<file path="src/rtl/synchronize.sv">
// synchronize: 1000BASE-X PCS receive code-group qualification and synchronization.
// Code groups are {a,b,c,d,e,i,f,g,h,j} with bit 'a' in rx_code_group[9].
module synchronize #(
  parameter int unsigned GOOD_CGS_MAX = 3
) (
  input  logic       CLK,
  input  logic       RESET,
  input  logic [9:0] rx_code_group,
  input  logic       signal_detect,
  output logic [9:0] SUDI,
  output logic       EVEN,
  output logic       sync_status
);

  localparam logic [1:0] GOOD_MAX  = GOOD_CGS_MAX[1:0];
  localparam logic [9:0] K28_5_NEG = 10'b001111_1010;
  localparam logic [9:0] K28_5_POS = 10'b110000_0101;

  typedef enum logic [3:0] {
    LOSS_OF_SYNC, COMMA_DETECT_1, COMMA_DETECT_2, COMMA_DETECT_3,
    ACQUIRE_SYNC_1, ACQUIRE_SYNC_2,
    SYNC_ACQUIRED_1, SYNC_ACQUIRED_2, SYNC_ACQUIRED_3, SYNC_ACQUIRED_4,
    SYNC_ACQUIRED_2A, SYNC_ACQUIRED_3A, SYNC_ACQUIRED_4A
  } state_t;

  state_t     state_q, state_d;
  logic [9:0] sudi_q, sudi_d;
  logic       even_q, even_d;
  logic [1:0] good_cgs_q, good_cgs_d;

  logic comma, data, valid, cgbad, even_comma, enter_cd;

  function automatic logic [2:0] ones6(input logic [5:0] v);
    logic [2:0] n;
    n = 3'd0;
    for (int i = 0; i < 6; i++) n = n + {2'b00, v[i]};
    return n;
  endfunction

  // A data group is a legal 6b sub-block followed by a 4b sub-block legal for
  // the running disparity left by that 6b block (either starting disparity).
  function automatic logic is_data(input logic [9:0] cg);
    logic [5:0] s6;
    logic [3:0] s4;
    logic [2:0] n;
    logic       mid_neg, mid_pos, a7_neg, a7_pos, ok_neg, ok_pos;
    s6      = cg[9:4];
    s4      = cg[3:0];
    n       = ones6(s6);
    mid_neg = 1'b0;
    mid_pos = 1'b0;
    if (n == 3'd3) begin
      mid_neg = (s6 != 6'b000111);
      mid_pos = (s6 != 6'b111000);
    end else if (n == 3'd4) begin
      mid_pos = (s6 != 6'b111100) && (s6 != 6'b001111);
    end else if (n == 3'd2) begin
      mid_neg = (s6 != 6'b000011) && (s6 != 6'b110000);
    end
    a7_neg = (s6 == 6'b100011) || (s6 == 6'b010011) || (s6 == 6'b001011);
    a7_pos = (s6 == 6'b110100) || (s6 == 6'b101100) || (s6 == 6'b011100);
    case (s4)
      4'b1011, 4'b1001, 4'b0101, 4'b1100, 4'b1101, 4'b1010, 4'b0110: ok_neg = 1'b1;
      4'b1110: ok_neg = !a7_neg;
      4'b0111: ok_neg = a7_neg;
      default: ok_neg = 1'b0;
    endcase
    case (s4)
      4'b0100, 4'b1001, 4'b0101, 4'b0011, 4'b0010, 4'b1010, 4'b0110: ok_pos = 1'b1;
      4'b0001: ok_pos = !a7_pos;
      4'b1000: ok_pos = a7_pos;
      default: ok_pos = 1'b0;
    endcase
    return (mid_neg && ok_neg) || (mid_pos && ok_pos);
  endfunction

  // /T/ = K23.7, /R/ = K27.7, /S/ = K29.7, both disparities.
  function automatic logic is_trs(input logic [9:0] cg);
    return (cg == 10'b111010_1000) || (cg == 10'b000101_0111) ||
           (cg == 10'b110110_1000) || (cg == 10'b001001_0111) ||
           (cg == 10'b101110_1000) || (cg == 10'b010001_0111);
  endfunction

  function automatic logic [1:0] sat_inc(input logic [1:0] v);
    return (v == 2'b11) ? v : v + 2'd1;
  endfunction

  always_comb begin
    comma      = (rx_code_group == K28_5_NEG) || (rx_code_group == K28_5_POS);
    data       = is_data(rx_code_group);
    valid      = data || comma || is_trs(rx_code_group);
    even_comma = comma && !even_q;
    cgbad      = !valid || (comma && even_q);
    state_d    = state_q;
    good_cgs_d = 2'd0;
    enter_cd   = 1'b0;
    sudi_d     = rx_code_group;
    if (!signal_detect) begin
      state_d = LOSS_OF_SYNC;
    end else begin
      case (state_q)
        LOSS_OF_SYNC: if (comma) begin state_d = COMMA_DETECT_1; enter_cd = 1'b1; end
        COMMA_DETECT_1: state_d = data ? ACQUIRE_SYNC_1 : LOSS_OF_SYNC;
        COMMA_DETECT_2: state_d = data ? ACQUIRE_SYNC_2 : LOSS_OF_SYNC;
        COMMA_DETECT_3: state_d = data ? SYNC_ACQUIRED_1 : LOSS_OF_SYNC;
        ACQUIRE_SYNC_1:
          if (cgbad) state_d = LOSS_OF_SYNC;
          else if (even_comma) begin state_d = COMMA_DETECT_2; enter_cd = 1'b1; end
        ACQUIRE_SYNC_2:
          if (cgbad) state_d = LOSS_OF_SYNC;
          else if (even_comma) begin state_d = COMMA_DETECT_3; enter_cd = 1'b1; end
        SYNC_ACQUIRED_1: if (cgbad) state_d = SYNC_ACQUIRED_2;
        SYNC_ACQUIRED_2: state_d = cgbad ? SYNC_ACQUIRED_3 : SYNC_ACQUIRED_2A;
        SYNC_ACQUIRED_3: state_d = cgbad ? SYNC_ACQUIRED_4 : SYNC_ACQUIRED_3A;
        SYNC_ACQUIRED_4: state_d = cgbad ? LOSS_OF_SYNC    : SYNC_ACQUIRED_4A;
        SYNC_ACQUIRED_2A:
          if (cgbad) state_d = SYNC_ACQUIRED_3;
          else if (good_cgs_q == GOOD_MAX) state_d = SYNC_ACQUIRED_1;
        SYNC_ACQUIRED_3A:
          if (cgbad) state_d = SYNC_ACQUIRED_4;
          else if (good_cgs_q == GOOD_MAX) state_d = SYNC_ACQUIRED_2;
        SYNC_ACQUIRED_4A:
          if (cgbad) state_d = LOSS_OF_SYNC;
          else if (good_cgs_q == GOOD_MAX) state_d = SYNC_ACQUIRED_3;
        default: state_d = LOSS_OF_SYNC;
      endcase
    end
    // The good-group count only survives while counting inside an xA state.
    if (state_d == SYNC_ACQUIRED_2A || state_d == SYNC_ACQUIRED_3A ||
        state_d == SYNC_ACQUIRED_4A) begin
      good_cgs_d = sat_inc(good_cgs_q);
    end
    even_d = enter_cd ? 1'b1 : !even_q;
  end

  always_ff @(posedge CLK) begin
    if (RESET) begin
      state_q    <= LOSS_OF_SYNC;
      sudi_q     <= 10'd0;
      even_q     <= 1'b0;
      good_cgs_q <= 2'd0;
    end else begin
      state_q    <= state_d;
      sudi_q     <= sudi_d;
      even_q     <= even_d;
      good_cgs_q <= good_cgs_d;
    end
  end

  assign SUDI        = sudi_q;
  assign EVEN        = even_q;
  assign sync_status = (state_q == SYNC_ACQUIRED_1)  || (state_q == SYNC_ACQUIRED_2)  ||
                       (state_q == SYNC_ACQUIRED_3)  || (state_q == SYNC_ACQUIRED_4)  ||
                       (state_q == SYNC_ACQUIRED_2A) || (state_q == SYNC_ACQUIRED_3A) ||
                       (state_q == SYNC_ACQUIRED_4A);

endmodule

</file>
<file path="config.mk">
export PLATFORM = sky130hd
export DESIGN_NAME = synchronize
export DESIGN_NICKNAME = d
export VERILOG_FILES = /design/src/rtl/synchronize.sv
export SDC_FILE = /design/constraint.sdc
export NUM_CORES = 1
export LEC_CHECK = 0
export CAP_MARGIN = 15
export CORE_UTILIZATION = 39
export DETAILED_ROUTE_END_ITERATION = 16
export SLEW_MARGIN = 15
export SYNTH_ARGS = -nofsm -noshare
export SYNTH_HDL_FRONTEND = slang
export SYNTH_SLANG_ARGS = --single-unit
</file>
<file path="constraint.sdc">
create_clock -name CLK -period 7.8 [get_ports CLK]
set_input_delay 0.78 -clock CLK [delete_from_list [all_inputs] [get_ports CLK]]
set_output_delay 0.78 -clock CLK [all_outputs]
set_load 0.02 [all_outputs]
</file>
* Word level (Yosys, flattened, before mapping)
Cells that the tools add are included.
** Storage, ports and cells
- Logic and storage cells :: 134
- Output and inout bits :: 12
- Bits in registers :: 17
- Input port bits :: 13
** Cells by class
- Eq/ne operators :: 53
- Mux-type cells :: 33
- Reductions and logical operators :: 37
- Add/subtract/negate cells :: 6
- Bitwise logic cells :: 1
** Operators by type and width (number)
- 4-bit == test (second input constant) :: 15
- 4-bit 2-to-1 mux :: 14
- 4-bit case mux with 13 select lines :: 1
- 10-bit == test (second input constant) :: 4
- 4-bit by 3-bit == test with 1-bit output (second input constant) :: 8
- 1-bit logical OR :: 22
- 10-bit by 8-bit == test with 1-bit output (second input constant) :: 2
- 6-bit == test (second input constant) :: 3
- 6-bit inequality test (second input constant) :: 3
- 4-bit by 2-bit == test with 1-bit output (second input constant) :: 4
- 7-bit OR reduction :: 2
- 6-bit by 5-bit == test with 1-bit output (second input constant) :: 2
- 10-bit by 7-bit == test with 1-bit output (second input constant) :: 1
- 10-bit by 9-bit == test with 1-bit output (second input constant) :: 1
- 1-bit 2-to-1 mux :: 10
- 3-bit by 1-bit adder with 3-bit output :: 3
- 3-bit 2-to-1 mux :: 3
- 4-bit by 1-bit == test with 1-bit output (second input constant) :: 2
- 3-bit by 2-bit == test with 1-bit output (second input constant) :: 2
- 6-bit by 4-bit == test with 1-bit output (second input constant) :: 1
- 1-bit logical AND :: 6
- 6-bit by 2-bit inequality test with 1-bit output (second input constant) :: 1
- 6-bit by 3-bit inequality test with 1-bit output (second input constant) :: 1
- 6-bit by 4-bit inequality test with 1-bit output (second input constant) :: 1
- 12 further kinds :: 18

* Longest topological paths before layout
Gate-level depths: netlist of run 1.
- Depth after elaboration :: 23
- Depth in mapped cells :: 14
- Gate-level depth less buffers :: 14

* Worst setup path before layout of run 1
Ideal clock, no wire load.
- Path kind :: input to register
- Start point :: input rx_code_group[4]
- End point :: register state_q[2]
- Required time :: 7709 ps
- Library setup time :: 91 ps
- Slack :: 3897 ps
- Cell stages on the path :: 14
- Data arrival time :: 3812 ps
- Path through :: fa_1 -> inv_1 -> fa_1 -> inv_1 -> ha_1 -> inv_1 -> fa_1 -> nand2b_1 -> nor2_1 -> a32oi_1 -> o32a_4 -> a2111oi_1 -> a31oi_1 -> a311oi_1
** Between the ends
- Word-level cells in the longest chain between the ends :: 18
- Elaborated cells on any way between the ends :: 73
- Those cells by class :: add/sub: 5; eq/ne: 23; mux: 22; reduce/logical: 23
** RTL lines
- start, declared :: line 8 : input logic [9:0] rx_code_group,
- 1-bit by 1-bit adder with 2-bit output :: line 36 : for (int i = 0; i < 6; i++) n = n + {2'b00, v[i]};
- 2-bit by 1-bit adder with 3-bit output :: line 36
- 3-bit by 1-bit adder with 3-bit output (3 in a row) :: line 36
- 3-bit by 2-bit == test with 1-bit output :: line 57 : end else if (n == 3'd2) begin
- 1-bit 2-to-1 mux :: line 57
- 1-bit 2-to-1 mux :: line 55 : end else if (n == 3'd4) begin
- 1-bit 2-to-1 mux :: line 52 : if (n == 3'd3) begin
- 1-bit logical AND :: line 74 : return (mid_neg && ok_neg) || (mid_pos && ok_pos);
- 1-bit logical OR :: line 74
- 1-bit logical OR (2 in a row) :: line 91 : valid = data || comma || is_trs(rx_code_group);
- 1-bit zero test :: line 93 : cgbad = !valid || (comma && even_q);
- 1-bit logical OR :: line 93
- 4-bit 2-to-1 mux (tied with other cells) :: line 123 : if (cgbad) state_d = LOSS_OF_SYNC;
- 4-bit case mux with 13 select lines * :: line 101 : case (state_q)
- 4-bit 2-to-1 mux * :: line 98 : if (!signal_detect) begin
- end signal, assigned :: line 143 : state_q <= state_d;
- end, declared :: line 26 : state_t state_q, state_d;
Mark *: on every way between the ends. The rest lies on a longest branch, timed or not.
A chain may end at the register's enable or synchronous reset.

* Final worst setup path of run 1
- Start point :: input rx_code_group[7]
- End point :: register state_q[2]
** Between the ends
- Word-level cells in the longest chain between the ends :: 16
- Elaborated cells on any way between the ends :: 71
- Those cells by class :: add/sub: 3; eq/ne: 23; mux: 22; reduce/logical: 23
** RTL lines (line)
- 3-bit by 1-bit adder with 3-bit output (3 in a row) :: 36
- 3-bit by 2-bit == test with 1-bit output :: 57
- 1-bit 2-to-1 mux :: 57
- 1-bit 2-to-1 mux :: 55
- 1-bit 2-to-1 mux :: 52
- 1-bit logical AND :: 74
- 1-bit logical OR :: 74
- 1-bit logical OR (2 in a row) :: 91
- 1-bit zero test :: 93
- 1-bit logical OR :: 93
- 4-bit 2-to-1 mux (tied with other cells) :: 123
- 4-bit case mux with 13 select lines * :: 101
- 4-bit 2-to-1 mux * :: 98
Marks and branches as above.

==> results.toml, run 1 <==
[yosys]
ys_warn_count = 0
synth_seq_area_share_pct = 25.0
synth_edf_count = 0
synthFlopType = "dfxtp_1"
synthCells = 167
avgSynthCellArea_um2 = 8.14
synth_async_sr_flop_share_pct = 0
syn_area_um2 = 1360
yosys.cell_types.count = 49
ys_ff_latch = 17
synth_fp_nets = 189

[setup_path]
cp.required_ns = 8.00
critPathCaptureType = "flip-flop"
r2r_end = "good_cgs_q[1]"
ff2ff_path_depth = 7
r2r_slack_ns = 5.84
worstSetupStartpointType = "input port"
critical_path_class = "in -> reg"
cp_max_fo = 11
reg2reg_from = "state_q[0]"
critPathArrivalTime_ns = 4.74

[grt]
grt_pass1_vias = 1193
grt_overflow = 0
grt_usage_pct = 19.7
antenna_found_initial = 0
grt_pass1_wl_mm = 5.44
grt_start_max_net_pins = 16

[clock_tree]
worstSkewPairLatency_ns = 0.29
cts-buffers-inserted = 3
cts_tree = "yes"
cts_resized = 0
clkTransAtPathRegs_ns = 0.10
cts_root_buf = "clkbuf_4"
cts_sinks = 17
hold_buffers = 0
htree_levels = 1
cts_setup_buffers = 0
clock_path_buffers = 2

[finish]
num_antenna_cells = 0
fin_nets = 209
drive_above_1_share_pct = 6.99
post-route-util_pct = 49.2
finalNonFillerCells = 232
syn2layout_area_growth_pct = 20.7

[pwr]
p_leak_nw = 0.670
vdd_drop_max_uv = 89.3
power_density_nw_per_um2 = 127

[die]
coreArea_um2 = 3340
die_area_um2 = 3730
initial_core_util_pct = 40.8
die_w_um = 61.1
rows = 21
die_h_um = 61.1
num_io_pins = 25

[sta]
setup-violations-final = 0
maxSlewHeadroom_pct = 55.3
fin_crit_sh_pct = 58.3
period_minus_slack_ns = 4.55
setup_tns_ns = 0
max_freq_mhz = 220
hold_viol_final = 0
worst_pin_slew_ns = 0.668
fin_skew_ns = 0.000477
drv_slew = 0
grt_setup_unrepaired = "no"

[detailed_routing]
drc = 0
viasPerCell = 5.54
drt_iter0_drc = 94
first_pass_iters = 4
antenna_left = 0
avgRoutedWirePerCell_um = 14.5
finalWirelength_mm = 3.36
vias = 1286

[worst_hold_path]
min_to = "good_cgs_q[1]"
hold_class = "reg -> reg"
hold_depth = 2
hp-start = "good_cgs_q[1]"

[placed_design]
io_buffers = 24
gp_congestion = 0.846
dp.cells = 228
dp_hpwl_mm = 2.57

[status]
status = "finished, final reports clean"

[flow_run]
cap_violations = 0
-- Yosys cell counts (all sizes together) (3+ instances only) --
cell	number	area, um^2
dfxtp	17	340
inv	15	56.3
nor2	15	56.3
nand2	14	52.6
nor2b	9	56.3
o21ai	8	40.0
nand3	7	35.0
clkbuf	6	22.5
ha	6	75.1
nor3	6	30.0
a21oi	5	25.0
mux2i	4	40.0
nand2b	4	25.0
nand4	4	25.0
buf	3	21.3
fa	3	60.1
o211ai	3	22.5
o22ai	3	18.8
xor2	3	26.3
-- layer usage --
| layer | track usage [%] | wire [um] | vias up |
|---|---|---|---|
| met3 | 5.04 | 131 | 6 |
| met5 | 0 | 0 | - |
| met4 | 7.79 | 55 | 0 |
| met1 | 22.3 | 1440 | 608 |
| li1 | - | - | 633 |
| met2 | 35.2 | 1740 | 39 |
-- cell families (layout without fill, tap and decap cells) --
group / after synthesis / count (layout) / synth area share (%)
simple gates: 71 / 71 / 27.9
flops: 17 / 17 / 25.0
buf+inv: 24 / 43 / 7.36
xor+xnor: 3 / 3 / 1.93
mux: 5 / 5 / 3.77
compound gates: 37 / 37 / 23.4
fa+ha+maj: 10 / 10 / 10.7
-- worst max-delay path: stages --
cell and delay, ns:
clkdlybuf4s50_1 0.58, fa_1 0.57, inv_1 0.05, fa_1 0.47, inv_1 0.04, ha_1 0.17
inv_1 0.07, fa_1 0.43, nand2b_1 0.18, nor2_1 0.09, a32oi_1 0.08, o32a_4 0.37
a2111oi_1 0.54, a31oi_1 0.09, a311oi_1 0.24
-- registers in the layout, indices dropped and copies added, names as in the netlist --
register    count
state_q         4
good_cgs_q      2
SUDI           10
EVEN            1
-- power breakdown --
part            total, W  internal, W  switching, W
logic          0.0000691    0.0000313     0.0000378
registers      0.0000914    0.0000899    0.00000148
clock network  0.0000479    0.0000191     0.0000288
total           0.000208     0.000140     0.0000681
-- metrics by stage --
step	hold slack [ns]	cell area, um^2	total power [W]	setup slack, ns
floorplan	0.508	1360	0.000138	3.90
CTS	0.567	1640	0.000210	3.31
global placement	0.534	1610	0.000160	3.16
global route	0.591	1640	0.000224	2.98
detailed placement	0.554	1610	0.000162	3.01
finish	0.563	1640	0.000208	3.25
-- cells in the final DEF (no fill, tap or decap), drive strengths merged, types with 5 or more instances in the layout --
cell / count
clkdlybuf4s50: 24
a21oi: 5
nand3: 7
nor2b: 9
inv: 15
dfxtp: 17
o21ai: 8
nand2: 14
nor2: 15
nor3: 6
ha: 6
-- area by class of cell --
class,count,area [um^2]
clock buffer,3,22.5
clock inverter,1,5.00
fill,352,1700
inverter,15,56.3
multi-input combinational,126,920
sequential,17,340
tap,46,57.6
timing repair buffer,24,240
-- how the worst max path moves through the flow --
stage,to,slack (ns),start
6_report,state_q[2],3.25,rx_code_group[7]
5_1_grt,state_q[2],2.98,rx_code_group[7]
2_1_floorplan,state_q[2],3.90,rx_code_group[4]
3_3_place_gp,good_cgs_q[1],3.16,rx_code_group[7]
3_5_place_dp,state_q[2],3.01,rx_code_group[7]
4_1_cts,state_q[2],3.31,rx_code_group[7]
Note: power is estimated with default switching activity, not from simulation.
==> run 2: changes to the inputs <==
==> constraint.sdc (replaced) <==
create_clock -name CLK -period 3.72 [get_ports CLK]
set_input_delay 0.372 -clock CLK [delete_from_list [all_inputs] [get_ports CLK]]
set_output_delay 0.372 -clock CLK [all_outputs]
set_load 0.02 [all_outputs]
==> results.toml, run 2 (synthesized netlist as in run 1, its figures left out) <==
[detailed_routing]
drc = 0
avgRoutedWirePerCell_um = 14.9
drt_iter0_drc = 135
first_pass_iters = 4
antenna_left = 0
finalWirelength_mm = 3.64
vias = 1363
viasPerCell = 5.59

[die]
die_area_um2 = 3730
initial_core_util_pct = 40.8
die_w_um = 61.1
die_h_um = 61.1
rows = 21
num_io_pins = 25
coreArea_um2 = 3340

[setup_path]
worstSetupStartpointType = "input port"
critical_path_class = "in -> reg"
cp.required_ns = 3.94
critPathCaptureType = "flip-flop"
critPathArrivalTime_ns = 3.79
cp_max_fo = 5

[clock_tree]
clkTransAtPathRegs_ns = 0.11
worstSkewPairLatency_ns = 0.29
cts_sinks = 17
hold_buffers = 0
clock_path_buffers = 2
cts_root_buf = "clkbuf_4"
cts-buffers-inserted = 3
cts_tree = "yes"
htree_levels = 1

[sta]
hold_viol_final = 0
finalWorstSetupSlack_ns = 0.146
period_minus_slack_ns = 3.57
setup-violations-final = 0
grt_setup_unrepaired = "no"
max_freq_mhz = 280
drv_slew = 0
fin_skew_ns = 0.000309
worst_pin_slew_ns = 0.648
maxSlewHeadroom_pct = 56.7
timing.hold.ws_ns = 0.483
fin_crit_sh_pct = 96.1

[finish]
multi_input_area_um2 = 975
syn2layout_area_growth_pct = 31.3
largest_reg_flops = 10
layout_common_cells = "clkdlybuf4s50_1, dfxtp_1, inv_1, nand2_1, nor2_1"
drive_above_1_share_pct = 18.2
seq_area_um2 = 340
design_area_um2 = 1790
final_common_cell = "clkdlybuf4s50_1"
fillers = 335
fin_nets = 221
num_antenna_cells = 0

[pwr]
power_density_nw_per_um2 = 284
p_total_w = 0.000507
p_leak_nw = 0.738
vdd_drop_max_uv = 187

[grt]
grtUsageMet1_pct = 22.0
top_usage_layer = "met2"
grt_usage_pct = 20.3
grt_start_max_net_pins = 16
use_met3_pct = 4.41
antenna_found_initial = 0
grt_pass1_wl_mm = 5.58
grt_pass1_vias = 1241
grt_overflow = 0
use_met2_pct = 39.6

[placed_design]
place_ws_ns = -0.477
placed_cell_area_um2 = 1680
dp_hpwl_mm = 2.68
io_buffers = 24
gp_congestion = 0.879

[worst_hold_path]
hold_class = "in -> reg"

[status]
status = "finished, final reports clean"

[flow_run]
cap_violations = 0
## run 2: path summary, 6_finish.rpt
check | slack, ns | start | cells past startpoint | end
min | 0.48 | rx_code_group[5] | 4 | SUDI[5]
max | 0.15 | rx_code_group[7] | 17 | state_q[1]
max reg2reg | 1.63 | state_q[0] | 7 | good_cgs_q[0]
min reg2reg | 0.57 | good_cgs_q[0] | 2 | good_cgs_q[0]
## run 2: critical path: stages
cell and delay (ns):
buf_4 0.12, fa_1 0.54, inv_2 0.04, fa_1 0.49
inv_1 0.04, ha_1 0.16, inv_1 0.07, fa_1 0.44
nand2b_4 0.18, nor2_4 0.12, a32oi_2 0.07, o32a_4 0.39
buf_6 0.14, a22oi_4 0.17, buf_6 0.14, a22oi_2 0.06
a311oi_2 0.23
## run 2: routing by layer
layer,vias up,part of all wire [%],routed length [um]
li1,655,-,-
met1,651,40,1450
met2,53,54,1970
met3,4,5.2,188
met4,0,0.80,29
met5,-,0,0
## run 2: what timing repair did
item,4_1_cts,5_1_grt
setup buffers,3,1
pin swaps,4,8
endpoints found under the hold margin,0,0
endpoints found under the setup margin,6,6
gates resized for setup,7,17
## run 2: report_power, final
part           switching, W  internal, W
Combinational      0.000105     0.000110
Sequential       0.00000317     0.000188
Clock             0.0000617    0.0000400
## run 2: layout make-up
class / count / area share, %
Multi-Input combinational cell: 126 / 54.6
Sequential cell: 17 / 19.1
Timing Repair Buffer: 36 / 18.4
Tap cell: 46 / 3.22
Inverter: 15 / 3.15
Clock buffer: 3 / 1.26
Clock inverter: 1 / 0.280
## run 2: metrics by stage
stage | setup TNS (ns) | cells | utilization (%)
4_1_cts | 0 | 243 | 52.4
5_1_grt | 0 | 244 | 53.5
2_1_floorplan | 0 | 167 | -
6_report | 0 | 244 | 53.5
3_5_place_dp | -2.34 | 237 | 50.4
3_3_place_gp | -1.71 | 237 | 50.4
